### src/rtl/uart_ctrl_if.sv
// Wishbone classic link between uart_ctrl (master) and the UART register port (slave).
interface uart_ctrl_if;
  logic [4:0]  wb_adr_o;
  logic [31:0] wb_dat_o;
  logic [31:0] wb_dat_i;
  logic [3:0]  wb_sel_o;
  logic        wb_we_o;
  logic        wb_stb_o;
  logic        wb_cyc_o;
  logic        wb_ack_i;

  modport master (
    output wb_adr_o, wb_dat_o, wb_sel_o, wb_we_o, wb_stb_o, wb_cyc_o,
    input  wb_dat_i, wb_ack_i
  );

  modport slave (
    input  wb_adr_o, wb_dat_o, wb_sel_o, wb_we_o, wb_stb_o, wb_cyc_o,
    output wb_dat_i, wb_ack_i
  );
endinterface

### src/rtl/uart_ctrl.sv
// Wishbone-master sequencer: programs a uart_top, then services tx/rx byte streams by polling LSR.
// Optional ack watchdog and bus_err port: define UART_CTRL_TIMEOUT_EN.
module uart_ctrl #(
  parameter logic [15:0] DIVISOR  = 16'd2,
  parameter logic [7:0]  LCR_CFG  = 8'h1B,
  parameter logic [7:0]  FCR_CFG  = 8'hC7,
  parameter logic [7:0]  IER_CFG  = 8'h00,
  parameter int unsigned TX_DEPTH = 16
) (
  input  logic        clk,
  input  logic        rst_n,
  uart_ctrl_if.master wb,
  input  logic        restart,
  input  logic        tx_valid,
  input  logic [7:0]  tx_data,
  output logic        tx_ready,
  output logic        rx_valid,
  output logic [7:0]  rx_data,
  input  logic        rx_ready,
  output logic        init_done,
  output logic [3:0]  lsr_err
`ifdef UART_CTRL_TIMEOUT_EN
  ,
  output logic        bus_err
`endif
);

  localparam logic [4:0] REG_RB = 5'd0;
  localparam logic [4:0] REG_IE = 5'd1;
  localparam logic [4:0] REG_FC = 5'd2;
  localparam logic [4:0] REG_LC = 5'd3;
  localparam logic [4:0] REG_LS = 5'd5;
  localparam logic [4:0] TX_CREDIT = 5'(TX_DEPTH);

  typedef enum logic [3:0] {
    I_LCRD, I_DL1, I_DL2, I_LCR, I_FCR, I_IER, IDLE, POLL, TX, RX
  } state_t;

  state_t     state;
  logic [4:0] credit;
  logic       dr;
  logic       rr_rx;
  logic       restart_pend;
  logic       ack;
  logic [7:0] rd_byte;
  logic       tx_elig;
  logic       rx_elig;
`ifdef UART_CTRL_TIMEOUT_EN
  logic [7:0] wdog;
`endif

  // Next access to launch from an idle bus cycle.
  logic       l_go;
  logic       l_honour;
  state_t     l_state;
  logic [4:0] l_adr;
  logic       l_we;
  logic [7:0] l_byte;

  always_comb begin
    ack     = wb.wb_stb_o & wb.wb_ack_i;
    rd_byte = wb.wb_dat_i[{wb.wb_adr_o[1:0], 3'b000} +: 8];
    tx_elig = tx_valid && (credit != 5'd0);
    rx_elig = dr && !rx_valid;
    // Handshake coincides with the ack cycle, so this output follows ack directly.
    tx_ready = (state == TX) && ack;
  end

  always_comb begin
    l_go     = 1'b0;
    l_honour = 1'b0;
    l_state  = state;
    l_adr    = REG_LS;
    l_we     = 1'b0;
    l_byte   = '0;
    if (!wb.wb_stb_o) begin
      case (state)
        I_LCRD: begin l_go = 1'b1; l_adr = REG_LC; l_we = 1'b1; l_byte = LCR_CFG | 8'h80; end
        I_DL1:  begin l_go = 1'b1; l_adr = REG_RB; l_we = 1'b1; l_byte = DIVISOR[7:0];    end
        I_DL2:  begin l_go = 1'b1; l_adr = REG_IE; l_we = 1'b1; l_byte = DIVISOR[15:8];   end
        I_LCR:  begin l_go = 1'b1; l_adr = REG_LC; l_we = 1'b1; l_byte = LCR_CFG;         end
        I_FCR:  begin l_go = 1'b1; l_adr = REG_FC; l_we = 1'b1; l_byte = FCR_CFG;         end
        I_IER:  begin l_go = 1'b1; l_adr = REG_IE; l_we = 1'b1; l_byte = IER_CFG;         end
        IDLE: begin
          if (restart_pend) begin
            l_honour = 1'b1;
            l_state  = I_LCRD;
          end else if (tx_elig && (!rx_elig || !rr_rx)) begin
            l_go = 1'b1; l_state = TX; l_adr = REG_RB; l_we = 1'b1; l_byte = tx_data;
          end else if (rx_elig) begin
            l_go = 1'b1; l_state = RX; l_adr = REG_RB;
          end else begin
            l_go = 1'b1; l_state = POLL; l_adr = REG_LS;
          end
        end
        default: l_state = IDLE;
      endcase
    end
  end

  always_ff @(posedge clk or negedge rst_n) begin
    if (!rst_n) begin
      state        <= I_LCRD;
      wb.wb_cyc_o  <= 1'b0;
      wb.wb_stb_o  <= 1'b0;
      wb.wb_we_o   <= 1'b0;
      wb.wb_adr_o  <= '0;
      wb.wb_dat_o  <= '0;
      wb.wb_sel_o  <= '0;
      credit       <= '0;
      dr           <= 1'b0;
      rr_rx        <= 1'b1;
      restart_pend <= 1'b0;
      rx_valid     <= 1'b0;
      rx_data      <= '0;
      init_done    <= 1'b0;
      lsr_err      <= '0;
`ifdef UART_CTRL_TIMEOUT_EN
      bus_err      <= 1'b0;
      wdog         <= '0;
`endif
    end else begin
      if (restart) restart_pend <= 1'b1;
      if (rx_valid && rx_ready) rx_valid <= 1'b0;
      if (wb.wb_stb_o) begin
        if (ack) begin
          wb.wb_cyc_o <= 1'b0;
          wb.wb_stb_o <= 1'b0;
          wb.wb_we_o  <= 1'b0;
          wb.wb_adr_o <= '0;
          wb.wb_dat_o <= '0;
          wb.wb_sel_o <= '0;
`ifdef UART_CTRL_TIMEOUT_EN
          wdog        <= '0;
`endif
          case (state)
            I_LCRD: state <= I_DL1;
            I_DL1:  state <= I_DL2;
            I_DL2:  state <= I_LCR;
            I_LCR:  state <= I_FCR;
            I_FCR:  state <= I_IER;
            I_IER: begin
              credit    <= '0;
              init_done <= 1'b1;
              state     <= IDLE;
            end
            POLL: begin
              if (rd_byte[5]) credit <= TX_CREDIT;
              dr      <= rd_byte[0];
              lsr_err <= lsr_err | rd_byte[4:1];
              state   <= IDLE;
            end
            TX: begin
              if (credit != 5'd0) credit <= credit - 5'd1;
              state <= IDLE;
            end
            RX: begin
              rx_data  <= rd_byte;
              rx_valid <= 1'b1;
              dr       <= 1'b0;
              state    <= IDLE;
            end
            default: state <= IDLE;
          endcase
        end
`ifdef UART_CTRL_TIMEOUT_EN
        else if (wdog == 8'd254) begin
          // 255th cycle without ack: abandon the access with no stream side effects.
          wb.wb_cyc_o <= 1'b0;
          wb.wb_stb_o <= 1'b0;
          wb.wb_we_o  <= 1'b0;
          wb.wb_adr_o <= '0;
          wb.wb_dat_o <= '0;
          wb.wb_sel_o <= '0;
          wdog        <= '0;
          bus_err     <= 1'b1;
          state       <= IDLE;
        end else begin
          wdog <= wdog + 8'd1;
        end
`endif
      end else begin
        state <= l_state;
        if (l_honour) begin
          init_done    <= 1'b0;
          restart_pend <= restart;
          lsr_err      <= '0;
          rx_valid     <= 1'b0;
          dr           <= 1'b0;
          credit       <= '0;
`ifdef UART_CTRL_TIMEOUT_EN
          bus_err      <= 1'b0;
`endif
        end else if (l_go) begin
          wb.wb_cyc_o <= 1'b1;
          wb.wb_stb_o <= 1'b1;
          wb.wb_we_o  <= l_we;
          wb.wb_adr_o <= l_adr;
          wb.wb_sel_o <= 4'b0001 << l_adr[1:0];
          wb.wb_dat_o <= 32'(l_byte) << {l_adr[1:0], 3'b000};
          if (l_state == TX || l_state == RX) rr_rx <= (l_state == TX);
        end
      end
    end
  end

endmodule
### src/flat_wrapper.sv
// flat-port wrapper written by rule: the top's interface ports become plain ports
module uart_ctrl_flat 
#(
  parameter logic [15:0] DIVISOR  = 16'd2,
  parameter logic [7:0]  LCR_CFG  = 8'h1B,
  parameter logic [7:0]  FCR_CFG  = 8'hC7,
  parameter logic [7:0]  IER_CFG  = 8'h00,
  parameter int unsigned TX_DEPTH = 16
)
  (clk, rst_n, restart, tx_valid, tx_data, tx_ready, rx_valid, rx_data, rx_ready, init_done, lsr_err, wb_wb_adr_o, wb_wb_dat_o, wb_wb_sel_o, wb_wb_we_o, wb_wb_stb_o, wb_wb_cyc_o, wb_wb_dat_i, wb_wb_ack_i);
  uart_ctrl_if wb_i ();
  input  logic clk;
  input  logic rst_n;
  input  logic restart;
  input  logic tx_valid;
  input  logic [7:0] tx_data;
  output logic tx_ready;
  output logic rx_valid;
  output logic [7:0] rx_data;
  input  logic rx_ready;
  output logic init_done;
  output logic [3:0] lsr_err;
  output wire logic [$bits(wb_i.wb_adr_o)-1:0] wb_wb_adr_o;
  output wire logic [$bits(wb_i.wb_dat_o)-1:0] wb_wb_dat_o;
  output wire logic [$bits(wb_i.wb_sel_o)-1:0] wb_wb_sel_o;
  output wire logic [$bits(wb_i.wb_we_o)-1:0] wb_wb_we_o;
  output wire logic [$bits(wb_i.wb_stb_o)-1:0] wb_wb_stb_o;
  output wire logic [$bits(wb_i.wb_cyc_o)-1:0] wb_wb_cyc_o;
  input wire logic [$bits(wb_i.wb_dat_i)-1:0] wb_wb_dat_i;
  input wire logic [$bits(wb_i.wb_ack_i)-1:0] wb_wb_ack_i;
  assign wb_wb_adr_o = wb_i.wb_adr_o;
  assign wb_wb_dat_o = wb_i.wb_dat_o;
  assign wb_wb_sel_o = wb_i.wb_sel_o;
  assign wb_wb_we_o = wb_i.wb_we_o;
  assign wb_wb_stb_o = wb_i.wb_stb_o;
  assign wb_wb_cyc_o = wb_i.wb_cyc_o;
  assign wb_i.wb_dat_i = wb_wb_dat_i;
  assign wb_i.wb_ack_i = wb_wb_ack_i;
  uart_ctrl #(.DIVISOR(DIVISOR), .LCR_CFG(LCR_CFG), .FCR_CFG(FCR_CFG), .IER_CFG(IER_CFG), .TX_DEPTH(TX_DEPTH)) u_core (.clk(clk), .rst_n(rst_n), .wb(wb_i), .restart(restart), .tx_valid(tx_valid), .tx_data(tx_data), .tx_ready(tx_ready), .rx_valid(rx_valid), .rx_data(rx_data), .rx_ready(rx_ready), .init_done(init_done), .lsr_err(lsr_err));
endmodule
### config.mk
export PLATFORM = sky130hd
export DESIGN_NAME = uart_ctrl_flat
export DESIGN_NICKNAME = d
export VERILOG_FILES = /design/src/rtl/uart_ctrl_if.sv /design/src/rtl/uart_ctrl.sv /design/src/flat_wrapper.sv
export SDC_FILE = /design/constraint.sdc
export NUM_CORES = 1
export LEC_CHECK = 0
export CORE_MARGIN = 2
export CORE_UTILIZATION = 30
export DETAILED_ROUTE_END_ITERATION = 7
export DONT_BUFFER_PORTS = 1
export GPL_TIMING_DRIVEN = 0
export HOLD_SLACK_MARGIN = 0.05
export MAX_ROUTING_LAYER = met4
export PLACE_DENSITY_LB_ADDON = 0.05
export SYNTH_ARGS = -nofsm -noshare
export SYNTH_HDL_FRONTEND = slang
export SYNTH_SLANG_ARGS = --single-unit
### constraint.sdc
create_clock -name clk -period 3.35 [get_ports clk]
set_input_delay 0 -clock clk [delete_from_list [all_inputs] [get_ports clk]]
set_output_delay 0 -clock clk [all_outputs]
set_load 0.05 [all_outputs]
=== Word-level counts from Yosys, hierarchy flattened ===
Cells that the tools add are included.

* Register bits: 70
* Bits of input ports: 46
* Output and inout bits: 59
* Word-level logic and storage cells: 140

* Add/sub/neg operators: 1
* Equality and inequality tests: 19
* Shifts and indexed selects: 3
* Multiplexer cells: 74
* Bitwise logic cells: 4
* Reductions and logical operators: 24

{| class="wikitable"
|+ Operator list
! cell !! count
|-
| $mux 32 || 4
|-
| $mux 5 || 12
|-
| $mux 4 || 14
|-
| $pmux 8 s5 || 1
|-
| $mux 1 || 32
|-
| $shiftx 32x6->8 || 1
|-
| $shl 8x5->32 || 1
|-
| $pmux 5 s5 || 1
|-
| $mux 8 || 3
|-
| $eq 4x3->1 const B || 4
|-
| $eq 4x4->1 const B || 4
|-
| $pmux 3 s5 || 1
|-
| $pmux 5 s3 || 1
|-
| $reduce_and 3->1 || 5
|-
| $ne 3x3->1 const B || 3
|-
| $eq 4x2->1 const B || 2
|-
| $pmux 4 s2 || 1
|-
| $ne 2x2->1 const B || 3
|-
| $pmux 1 s2 || 3
|-
| $reduce_or 6->1 || 1
|-
| $logic_and 1x1->1 || 5
|-
| $reduce_and 5->1 || 1
|-
| $reduce_bool 5->1 || 1
|-
| $sub 5x1->5 const B || 1
|-
| 14 further kinds || 20
|}

=== Depth between registers and ports, before layout ===
Gate-level depths: netlist of the first run.

* Depth after elaboration: 13
* Gate-level depth with buffers: 8
* Depth with buffers taken out: 6

=== Least setup slack after synthesis of the first run ===
OpenSTA, ideal clock, no wires.

* Path kind: register to register
* From: reg u_core.wb.wb_adr_o[0]
* To: reg u_core.credit[4]
* Library setup time: 0.126 ns
* Arrival: 2.140 ns
* Data required time: 3.224 ns
* Slack: 1.084 ns
* Stages on the path, launching flop included: 6
* Path buffers: 1
* Clock period less this slack: 2.266 ns
* Cell sequence: dfrtp_1 > buf_2 > mux4_2 > nor3_1 > nor4_2 > o32a_1

* Cells in the longest elaborated chain, start to end: 3

{| class="wikitable"
|+ Ends and longest elaborated chain
! element !! RTL line !! RTL
|-
| start: declaration || uart_ctrl_if.sv:13 || <nowiki>output wb_adr_o, wb_dat_o, wb_sel_o, wb_we_o, wb_stb_o, wb_cyc_o,</nowiki>
|-
| start signal: assignment || uart_ctrl.sv:198 || <nowiki>wb.wb_adr_o <= l_adr;</nowiki>
|-
| $shiftx 32x6->8 || uart_ctrl.sv:62 || <nowiki>rd_byte = wb.wb_dat_i[{wb.wb_adr_o[1:0], 3'b000} +: 8];</nowiki>
|-
| $ne 3x3->1 (no source line) || -- ||
|-
| $reduce_and 5->1 (no source line) || -- ||
|-
| end signal: assignment || uart_ctrl.sv:154 || <nowiki>if (credit != 5'd0) credit <= credit - 5'd1;</nowiki>
|-
| end: declaration || uart_ctrl.sv:40 || <nowiki>logic [4:0] credit;</nowiki>
|}

No other way between the ends.
A chain may end at the register's enable or synchronous reset.

=== Worst setup path in the final report of the first run ===
* From: reg u_core.wb.wb_stb_o
* To: reg u_core.rx_data[5]

* Cells in the longest elaborated chain, start to end: 2

{| class="wikitable"
|+ Ends and longest elaborated chain
! element !! RTL line !! RTL
|-
| start: declaration || uart_ctrl_if.sv:13 ||
|-
| start signal: assignment || uart_ctrl.sv:105 || <nowiki>wb.wb_stb_o <= 1'b0;</nowiki>
|-
| start signal: assignment || uart_ctrl.sv:128 || <nowiki>wb.wb_stb_o <= 1'b0;</nowiki>
|-
| start signal: assignment || uart_ctrl.sv:196 || <nowiki>wb.wb_stb_o <= 1'b1;</nowiki>
|-
| $and 1x1->1 || uart_ctrl.sv:61 || <nowiki>ack = wb.wb_stb_o & wb.wb_ack_i;</nowiki>
|-
| $reduce_and 3->1 (no source line) * || -- ||
|-
| end signal: assignment || uart_ctrl.sv:158 || <nowiki>rx_data <= rd_byte;</nowiki>
|-
| end: declaration || uart_ctrl.sv:18 || <nowiki>output logic [7:0] rx_data,</nowiki>
|}

Mark *: on every way between the ends. The rest lies on a longest branch, timed or not.

==> reports/results.ini, run 1 <==
[outcome]
outcome=completed

[routing]
avgViaCountPerCell=5.06
drc=0
drt_iter0_drc=134
wl_per_cell_microns=18.9
via_count=2398
first_pass_iters=4
ant_nets=0
finalWirelength_microns=8970

[worst_setup_path]
worstSetupEndpointType=flop
crit_path_start=u_core.wb.wb_stb_o
cpMaxStageDelayCell=dfrtp_1
cpMostUsedCell=clkbuf_1
critPathMaxStageDelay_ns=0.64
r2r-start=u_core.wb.wb_stb_o
crit_path_cell_trace=clkbuf_1 -> and2_1 -> and4_1 -> clkbuf_1 -> mux2_2
cp.required_ns=3.58
worst-path-max-fanout=10
cp-start-kind=flop
reg2regPathDepth=5
critPathKind=flop to flop
rr_endpoint=u_core.rx_data[5]
reg2reg_slack_ns=0.73
cp.arrival_ns=2.85

[die]
core_sq_um=10400
initial_utilization_pct=31.1
num_rows=37
die_w_microns=108
die_area_sq_um=11600
die_h_microns=108
num_io_pins=105

[clock_network]
cts_tree=yes
root_buffer=clkbuf_8
path_clk_slew_ns=0.07
htree_levels=3
cts_max_path_buffers=2
cts_buffers=9
cts_resized=0
cts.sink_count=68
insertion_delay_ns=0.35

[synth]
yosysTopAreaCellShare_pct=51.8
ys_top_cells_by_area=dfrtp_1 (52%), mux4_2 (5.6%), and2_1 (3.3%), mux2_2 (3.1%), a21o_1 (3.0%)
dominantRegCellSynth=dfrtp_1
ys_seq_area_share_pct=52.6
yosysTopAreaCell=dfrtp_1
syn-cell-area_sq_um=3230
synthArstFlopShare_pct=100
synth-edff-count=0
synth_warnings=0
synth_area_per_cell_sq_um=11.0
synthCells=293
ys_ff_latch=68
synth_cell_types=55

[global_routing]
grt_max_degree=69
grt_pass1_vias=2599
overflow=0
grt_pass1_wl_microns=14100
grt_use_total_pct=16.8
antenna_found_initial=0

[layout]
drive_gt1_share_pct=13.3
final_nets=382
syn_to_final_growth_pct=21.5
seq_area_sq_um=1700
n_fill_cell=1072
final_common_cell=dfrtp_1
multi_input_area_sq_um=1410
layout_common_cells=dfrtp_1 (67), dlygate4sd3_1 (28), nand2_1 (26), and2_1 (17)
diodes=0

[worst_hold_path]
whs_endpoint=u_core.rx_data[5]
hp-start=wb_wb_dat_i[5]
min_path_cells=2
worstHoldPathType=input port to flop

[sta]
clock.fmax_mhz=382
period_share_pct=78.2
worstMarginPinSlew_ns=0.951
rsz0062_at_grt=false
clock_skew_ns=0.0100
hold_viol=0
finalSetupTns_ns=0
post-route-min-period_ns=2.62
slew_headroom_pct=36.0
whs_ns=0.0608
setup_viol=0
drv_slew=0

[pwr]
p_total_mw=3.67
leakage_nw=1.79
ir_worst_vdd_mv=0.429
power_density_nw_per_um2=935

[flow_run]
cap_violations=0

[place]
dpl.hpwl_microns=6080
gp_congestion=0.791
io_buffers=0

## registers in the layout (all words and copies together) (netlist names)
register             flops
u_core.dr                1
u_core.restart_pend      1
u_core.wb.wb_cyc_o       1
u_core.state             4
u_core.init_done         1
u_core.wb.wb_we_o        1
u_core.lsr_err           4
u_core.rx_data           8
u_core.wb.wb_adr_o       3
u_core.wb.wb_dat_o      32
u_core.rx_valid          1
u_core.wb.wb_stb_o       1
u_core.rr_rx             1
u_core.credit            5
u_core.wb.wb_sel_o       4
## cells in the mapped netlist, types with 4 or more instances
cell and n:
mux2_2 9, dfrtp_1 67, mux4_2 8, inv_1 7, a32o_1 4, a21oi_1 16
clkbuf_1 14, a22oi_1 4, nand3_1 4, a22o_1 5, nor2_1 16, nor2b_1 6
o21ai_0 15, and2_1 17, a21o_1 13, nand2_1 26
## how the worst max path moves through the flow
stage,end,slack (ns),cells past startpoint
finish,u_core.rx_data[5],0.73,5
global placement,u_core.rx_data[4],0.71,5
global route,u_core.wb.wb_dat_o[22],0.45,6
CTS,u_core.wb.wb_dat_o[22],0.66,6
floorplan,u_core.credit[4],1.08,5
detailed placement,u_core.wb.wb_dat_o[9],0.67,6
## routing by layer
layer / share of wire, % / vias up / track usage, %
li1: - / 1133 / -
met1: 46 / 1179 / 21.7
met2: 47 / 78 / 25.6
met3: 6.0 / 8 / 4.12
met4: 1.2 / 0 / 6.23
met5: 0 / - / -
## metrics by stage
stage	instance area, sq um	setup slack (ns)	util [%]	std cells
finish	3930	0.731	37.7	474
CTS	3930	0.660	37.7	474
detailed placement	3410	0.665	32.7	430
global route	3930	0.455	37.7	474
floorplan	3240	1.08	-	294
global placement	3410	0.713	32.7	430
## report_power, final
part / internal [mW] / total [mW] / leakage [nW] / switching (mW)
combinational: 0.532 / 1.29 / 0.776 / 0.753
clock: 0.416 / 0.751 / 0.105 / 0.335
sequential: 0.996 / 1.64 / 0.911 / 0.642
## cell families (layout without fill, tap and decap cells)
group	after synthesis	in the layout	share of synthesized area, %
XOR/XNOR	1	1	0.271
flip-flops	68	68	52.7
adder cells (fa/ha/maj)	2	2	0.774
multiplexers	18	18	9.01
AO/OA/AOI/OAI	73	73	15.3
AND/OR/NAND/NOR	101	101	17.9
other	1	2	0.116
buffers and inverters	29	73	3.95
## what timing repair did
item	in CTS	in global routing
setup buffers	0	0
hold buffers	29	0
hold endpoints to repair	91	0
## cell type report
class                           count  share of cell area, %
Sequential cell                    68                   43.3
Timing Repair Buffer               29                   7.83
Multi-Input combinational cell    197                   35.8
Clock inverter                      6                   2.29
Buffer                             21                   2.48
Tap cell                          136                   4.33
Clock buffer                        9                   3.15
Inverter                            8                  0.764
## worst max-delay path, delay by kind of cell, from the launching register on
family | cells | cell delay, ns
mux | 1 | 0.40
buf+inv | 2 | 0.95
flops | 1 | 0.64
simple gates | 2 | 0.51
Note: power is estimated with default switching activity, not from simulation.
==> run 2: changes to the inputs <==
==> constraint.sdc (replaced) <==
create_clock -name clk -period 2.24 [get_ports clk]
set_input_delay 0 -clock clk [delete_from_list [all_inputs] [get_ports clk]]
set_output_delay 0 -clock clk [all_outputs]
set_load 0.05 [all_outputs]
==> run 2 against run 1 <==
Compared with the run above:
- maximum frequency grew 23%
- sequential share of layout area shrank 2.0 points
- clock power grew 36%
- via count grew 3.0%
- register-to-register slack lost 0.62 ns
- largest cell class unchanged
==> reports/results.ini, run 2 (same netlist as run 1, synthesis figures left out) <==
[sta]
setup_viol=0
rsz0062_at_grt=false
clock_skew_ns=0.0118
period_share_pct=95.1
hold_viol=0
whs_ns=0.0798
slew_headroom_pct=55.7
worst_slack_ns=0.109
clock.fmax_mhz=469
drv_slew=0
worstMarginPinSlew_ns=0.657
post-route-min-period_ns=2.13

[layout]
final_util_pct=39.7
final_common_cell=dfrtp_1
final_nets=392
drive_gt1_share_pct=18.6
largest_reg_flops=32
reg_top3=u_core.wb.wb_dat_o x32, u_core.rx_data x8, u_core.credit x5
n_fill_cell=1058
diodes=0
syn_to_final_growth_pct=27.7
layout_common_cells=dfrtp_1 (65), dlygate4sd3_1 (41), nand2_1 (26), and2_1 (17), a21oi_1 (16)
regMostFlops=u_core.wb.wb_dat_o

[clock_network]
root_buffer=clkbuf_8
cts_max_path_buffers=2
cts_setup_buffers=0
path_clk_slew_ns=0.08
cts_buffers=9
insertion_delay_ns=0.35
htree_levels=3
cts_tree=yes
cts.sink_count=68

[worst_setup_path]
worst-path-max-fanout=9
cp.required_ns=2.47
crit_path_cell_trace=buf_2 -> mux4_2 -> nor3_2 -> nor4_2 -> o32a_1
worstSetupEndpointType=flop
reg2regPathDepth=5
cpMaxStageDelayCell=dfrtp_1
critPathKind=flop to flop
critPathMaxStageDelay_ns=0.65
cp.arrival_ns=2.37
cp-start-kind=flop

[place]
gp_congestion=0.814
place_ws_ns=-0.547
dpl.hpwl_microns=6120
io_buffers=0

[worst_hold_path]
min_path_cells=2
worstHoldPathType=input port to flop

[routing]
avgViaCountPerCell=5.09
drt_iter0_drc=113
finalWirelength_microns=9080
via_count=2469
wl_per_cell_microns=18.7
ant_nets=0
drc=0
first_pass_iters=4

[die]
die_h_microns=108
num_rows=37
die_w_microns=108
num_io_pins=105
die_area_sq_um=11600
core_sq_um=10400
initial_utilization_pct=31.1

[outcome]
outcome=completed

[global_routing]
grt_pass1_wl_microns=13900
antenna_found_initial=0
grt_max_degree=69
grt_use_total_pct=16.4
overflow=0
grt_pass1_vias=2569

[pwr]
p_total_mw=5.44
leakage_nw=1.87
ir_worst_vdd_mv=0.614
power_density_nw_per_um2=1320

[flow_run]
cap_violations=0

-- run 2: metrics by stage --
stage	cells	cell area, sq um	setup TNS (ns)
2_1_floorplan	294	3240	0
3_3_place_gp	430	3410	-12.25
3_5_place_dp	430	3410	-14.52
4_1_cts	486	4100	0
5_1_grt	485	4130	0
6_report	485	4130	0
-- run 2: power breakdown --
part / switching [mW] / internal, mW / leakage, nW
clock: 0.503 / 0.519 / 0.104
combinational: 1.17 / 0.798 / 0.857
sequential: 0.958 / 1.49 / 0.909
total: 2.63 / 2.81 / 1.87
-- run 2: critical path: cells and delay by family, from the launching register on --
kind / cells / cell delay (ns)
AOI/OAI and AO/OA: 1 / 0.19
DFF: 1 / 0.65
muxes: 1 / 0.38
buffers and inverters: 1 / 0.36
and+or+nand+nor: 2 / 0.44
-- run 2: path summary, 6_finish.rpt --
| path | from | endpoint | slack [ns] |
|---|---|---|---|
| worst min register to register | u_core.credit[0] | u_core.credit[0] | 0.50 |
| worst max-delay path | u_core.wb.wb_adr_o[1] | u_core.credit[4] | 0.11 |
| max in group asynchronous | rst_n | u_core.rr_rx | 1.67 |
| min in group asynchronous | rst_n | u_core.credit[0] | 0.19 |
| worst min-delay path | wb_wb_dat_i[5] | u_core.rx_data[5] | 0.08 |
| worst max register to register | u_core.wb.wb_adr_o[1] | u_core.credit[4] | 0.11 |
-- run 2: layer usage --
layer / GRT usage (%) / up-vias / part of all wire, %
li1: - / 1155 / -
met1: 20.7 / 1218 / 43
met2: 25.7 / 85 / 49
met3: 4.30 / 11 / 6.6
met4: 5.77 / 0 / 1.5
met5: - / - / 0
-- run 2: final cells by class --
cell class              count  area [sq um]  share of cell area, %
inverters                   8          30.0                  0.727
clock inverters             7          75.1                   1.82
multi-input cells         197          1490                   36.1
flip-flops and latches     68          1710                   41.3
clock buffers               9           124                   3.00
plain buffers              18          96.3                   2.33
well taps                 136           170                   4.12
repair buffers             42           438                   10.6
-- run 2: what timing repair did --
item | 4_1_cts | 5_1_grt
setup endpoints to repair | 49 | 26
pin swaps | 0 | 0
hold buffers | 42 | 0
hold endpoints to repair | 96 | 0
gates resized for setup | 17 | 10
==> run 3: changes to the inputs <==
--- a/config.mk
+++ b/config.mk
@@ -6,13 +6,15 @@
 export NUM_CORES = 1
 export LEC_CHECK = 0
 export CORE_MARGIN = 2
-export CORE_UTILIZATION = 30
+export CORE_UTILIZATION = 50
 export DETAILED_ROUTE_END_ITERATION = 7
 export DONT_BUFFER_PORTS = 1
 export GPL_TIMING_DRIVEN = 0
 export HOLD_SLACK_MARGIN = 0.05
 export MAX_ROUTING_LAYER = met4
 export PLACE_DENSITY_LB_ADDON = 0.05
+export REMOVE_ABC_BUFFERS = 1
+export SETUP_SLACK_MARGIN = 0.4
 export SYNTH_ARGS = -nofsm -noshare
 export SYNTH_HDL_FRONTEND = slang
 export SYNTH_SLANG_ARGS = --single-unit
==> run 3 against run 2 <==
Compared with the run above:
- clock power rose by 4%
- total power rose by 9.9%
- final cell count fell by 9.1%
- sequential power rose by 7%
- sequential share of layout area fell by 2.1 points
- clock-buffer cell count did not move
- critical path type unchanged
- critical endpoint is now u_core.wb.wb_dat_o[25]
==> reports/results.ini, run 3 (same netlist as run 1, synthesis figures left out) <==
[sta]
clock.fmax_mhz=506
rsz0062_at_grt=true
hold_viol=0
slew_headroom_pct=49.2
worstMarginPinSlew_ns=0.761
drv_slew=0
post-route-min-period_ns=1.98
setup_viol=0
clock_skew_ns=0.00959
period_share_pct=88.2
finalSetupTns_ns=0

[global_routing]
grt_use_total_pct=25.8
grt_pass1_wl_microns=13800
grt_max_degree=69
antenna_found_initial=0
grt_pass1_vias=2637
overflow=0

[layout]
final_common_cell=dfrtp_1
final_nets=407
post-route-cell-area_sq_um=4390
syn_to_final_growth_pct=35.7
multi_input_area_sq_um=1630
final_util_pct=69.5
largest_reg_flops=32
diodes=0
layout_common_cells=dfrtp_1 (60), dlygate4sd3_1 (41), nand2_1 (26), buf_4 (23), and2_1 (17)
drive_gt1_share_pct=29.7
n_fill_cell=458
seq_area_sq_um=1720
regMostFlops=u_core.wb.wb_dat_o
reg_top3=u_core.wb.wb_dat_o x32, u_core.rx_data x8, u_core.credit x5

[worst_setup_path]
worst-path-max-fanout=7
reg2reg_slack_ns=0.26
worstSetupEndpointType=flop
critPathKind=flop to flop
rr_endpoint=u_core.wb.wb_dat_o[25]
reg2regPathDepth=6
r2r-start=u_core.credit[0]
endpoint=u_core.wb.wb_dat_o[25]
cp-start-kind=flop
crit_path_start=u_core.credit[0]
cp.arrival_ns=2.27
cp.required_ns=2.54

[die]
initial_utilization_pct=51.2
die_h_microns=84.4
num_rows=29
core_sq_um=6310
die_area_sq_um=7130
num_io_pins=105
die_w_microns=84.4

[pwr]
ir_worst_vdd_mv=0.958
p_total_mw=5.98
power_density_nw_per_um2=1360
leakage_nw=2.00

[place]
dpl.hpwl_microns=4860
placed_area_sq_um=3250
io_buffers=0
gp_congestion=0.831

[clock_network]
path_clk_slew_ns=0.08
cts_max_path_buffers=2
root_buffer=clkbuf_8
htree_levels=3
cts.sink_count=68
cts_buffers=9
insertion_delay_ns=0.35
cts_tree=yes

[flow_run]
cap_violations=0

[routing]
drt_iter0_drc=194
avgViaCountPerCell=6.03
wl_per_cell_microns=20.4
first_pass_iters=4
via_count=2659
finalWirelength_microns=9010
ant_nets=0
drc=0

[worst_hold_path]
worstHoldPathType=input port to flop

[outcome]
outcome=completed

## run 3: timing repair
item | in CTS | in global routing
gates resized for setup | 43 | 23
endpoints found under the hold margin | 98 | 0
setup endpoints to repair | 65 | 55
hold buffers | 42 | 0
gates cloned | 0 | 2
pin swaps | 4 | 16
buffers inserted | 24 | 7
## run 3: metrics by stage
stage,setup slack [ns],hold WS [ns],instances
global placement,-1.38,-0.294,350
global route,0.211,0.103,441
detailed placement,-0.287,-0.294,350
finish,0.264,0.0966,441
floorplan,-0.355,-0.296,273
CTS,0.258,0.0814,432
## run 3: area by class of cell
cell class                      count  area share, %
Sequential cell                    68           39.2
Multi-Input combinational cell    199           37.1
Timing Repair Buffer               73           16.1
Clock buffer                        9           2.82
Tap cell                           77           2.20
Clock inverter                      7           1.85
Inverter                            8          0.684
## run 3: where the power goes
part	total (mW)	internal (mW)	leakage (nW)	switching (mW)
clock	1.06	0.529	0.101	0.528
sequential	2.61	1.51	0.903	1.10
combinational	2.31	1.07	0.993	1.24
## run 3: worst max-delay path, stage by stage (launching register included)
cell and delay [ns]:
dfrtp_1 0.41, inv_2 0.09, ha_4 0.13, or4b_4 0.55
a211o_4 0.42, a31oi_4 0.21, a21o_1 0.11
## run 3: routing by layer
metal | up-vias | GRT usage [%] | part of all wire (%)
met5 | - | - | 0
li1 | 1194 | - | -
met4 | 0 | 12.7 | 2.7
met1 | 1329 | 32.9 | 42
met3 | 27 | 4.72 | 5.8
met2 | 109 | 39.8 | 50
## run 3: worst min path at each step
stage / start / end / slack, ns / depth (start not counted)
2_1_floorplan: rst_n / u_core.credit[0] / -0.30 / 0
3_3_place_gp: rst_n / u_core.wb.wb_dat_o[0] / -0.29 / 0
3_5_place_dp: rst_n / u_core.wb.wb_dat_o[0] / -0.29 / 0
4_1_cts: wb_wb_dat_i[5] / u_core.rx_data[5] / 0.08 / 2
5_1_grt: wb_wb_dat_i[5] / u_core.rx_data[5] / 0.10 / 2
6_report: wb_wb_dat_i[5] / u_core.rx_data[5] / 0.1 / 2
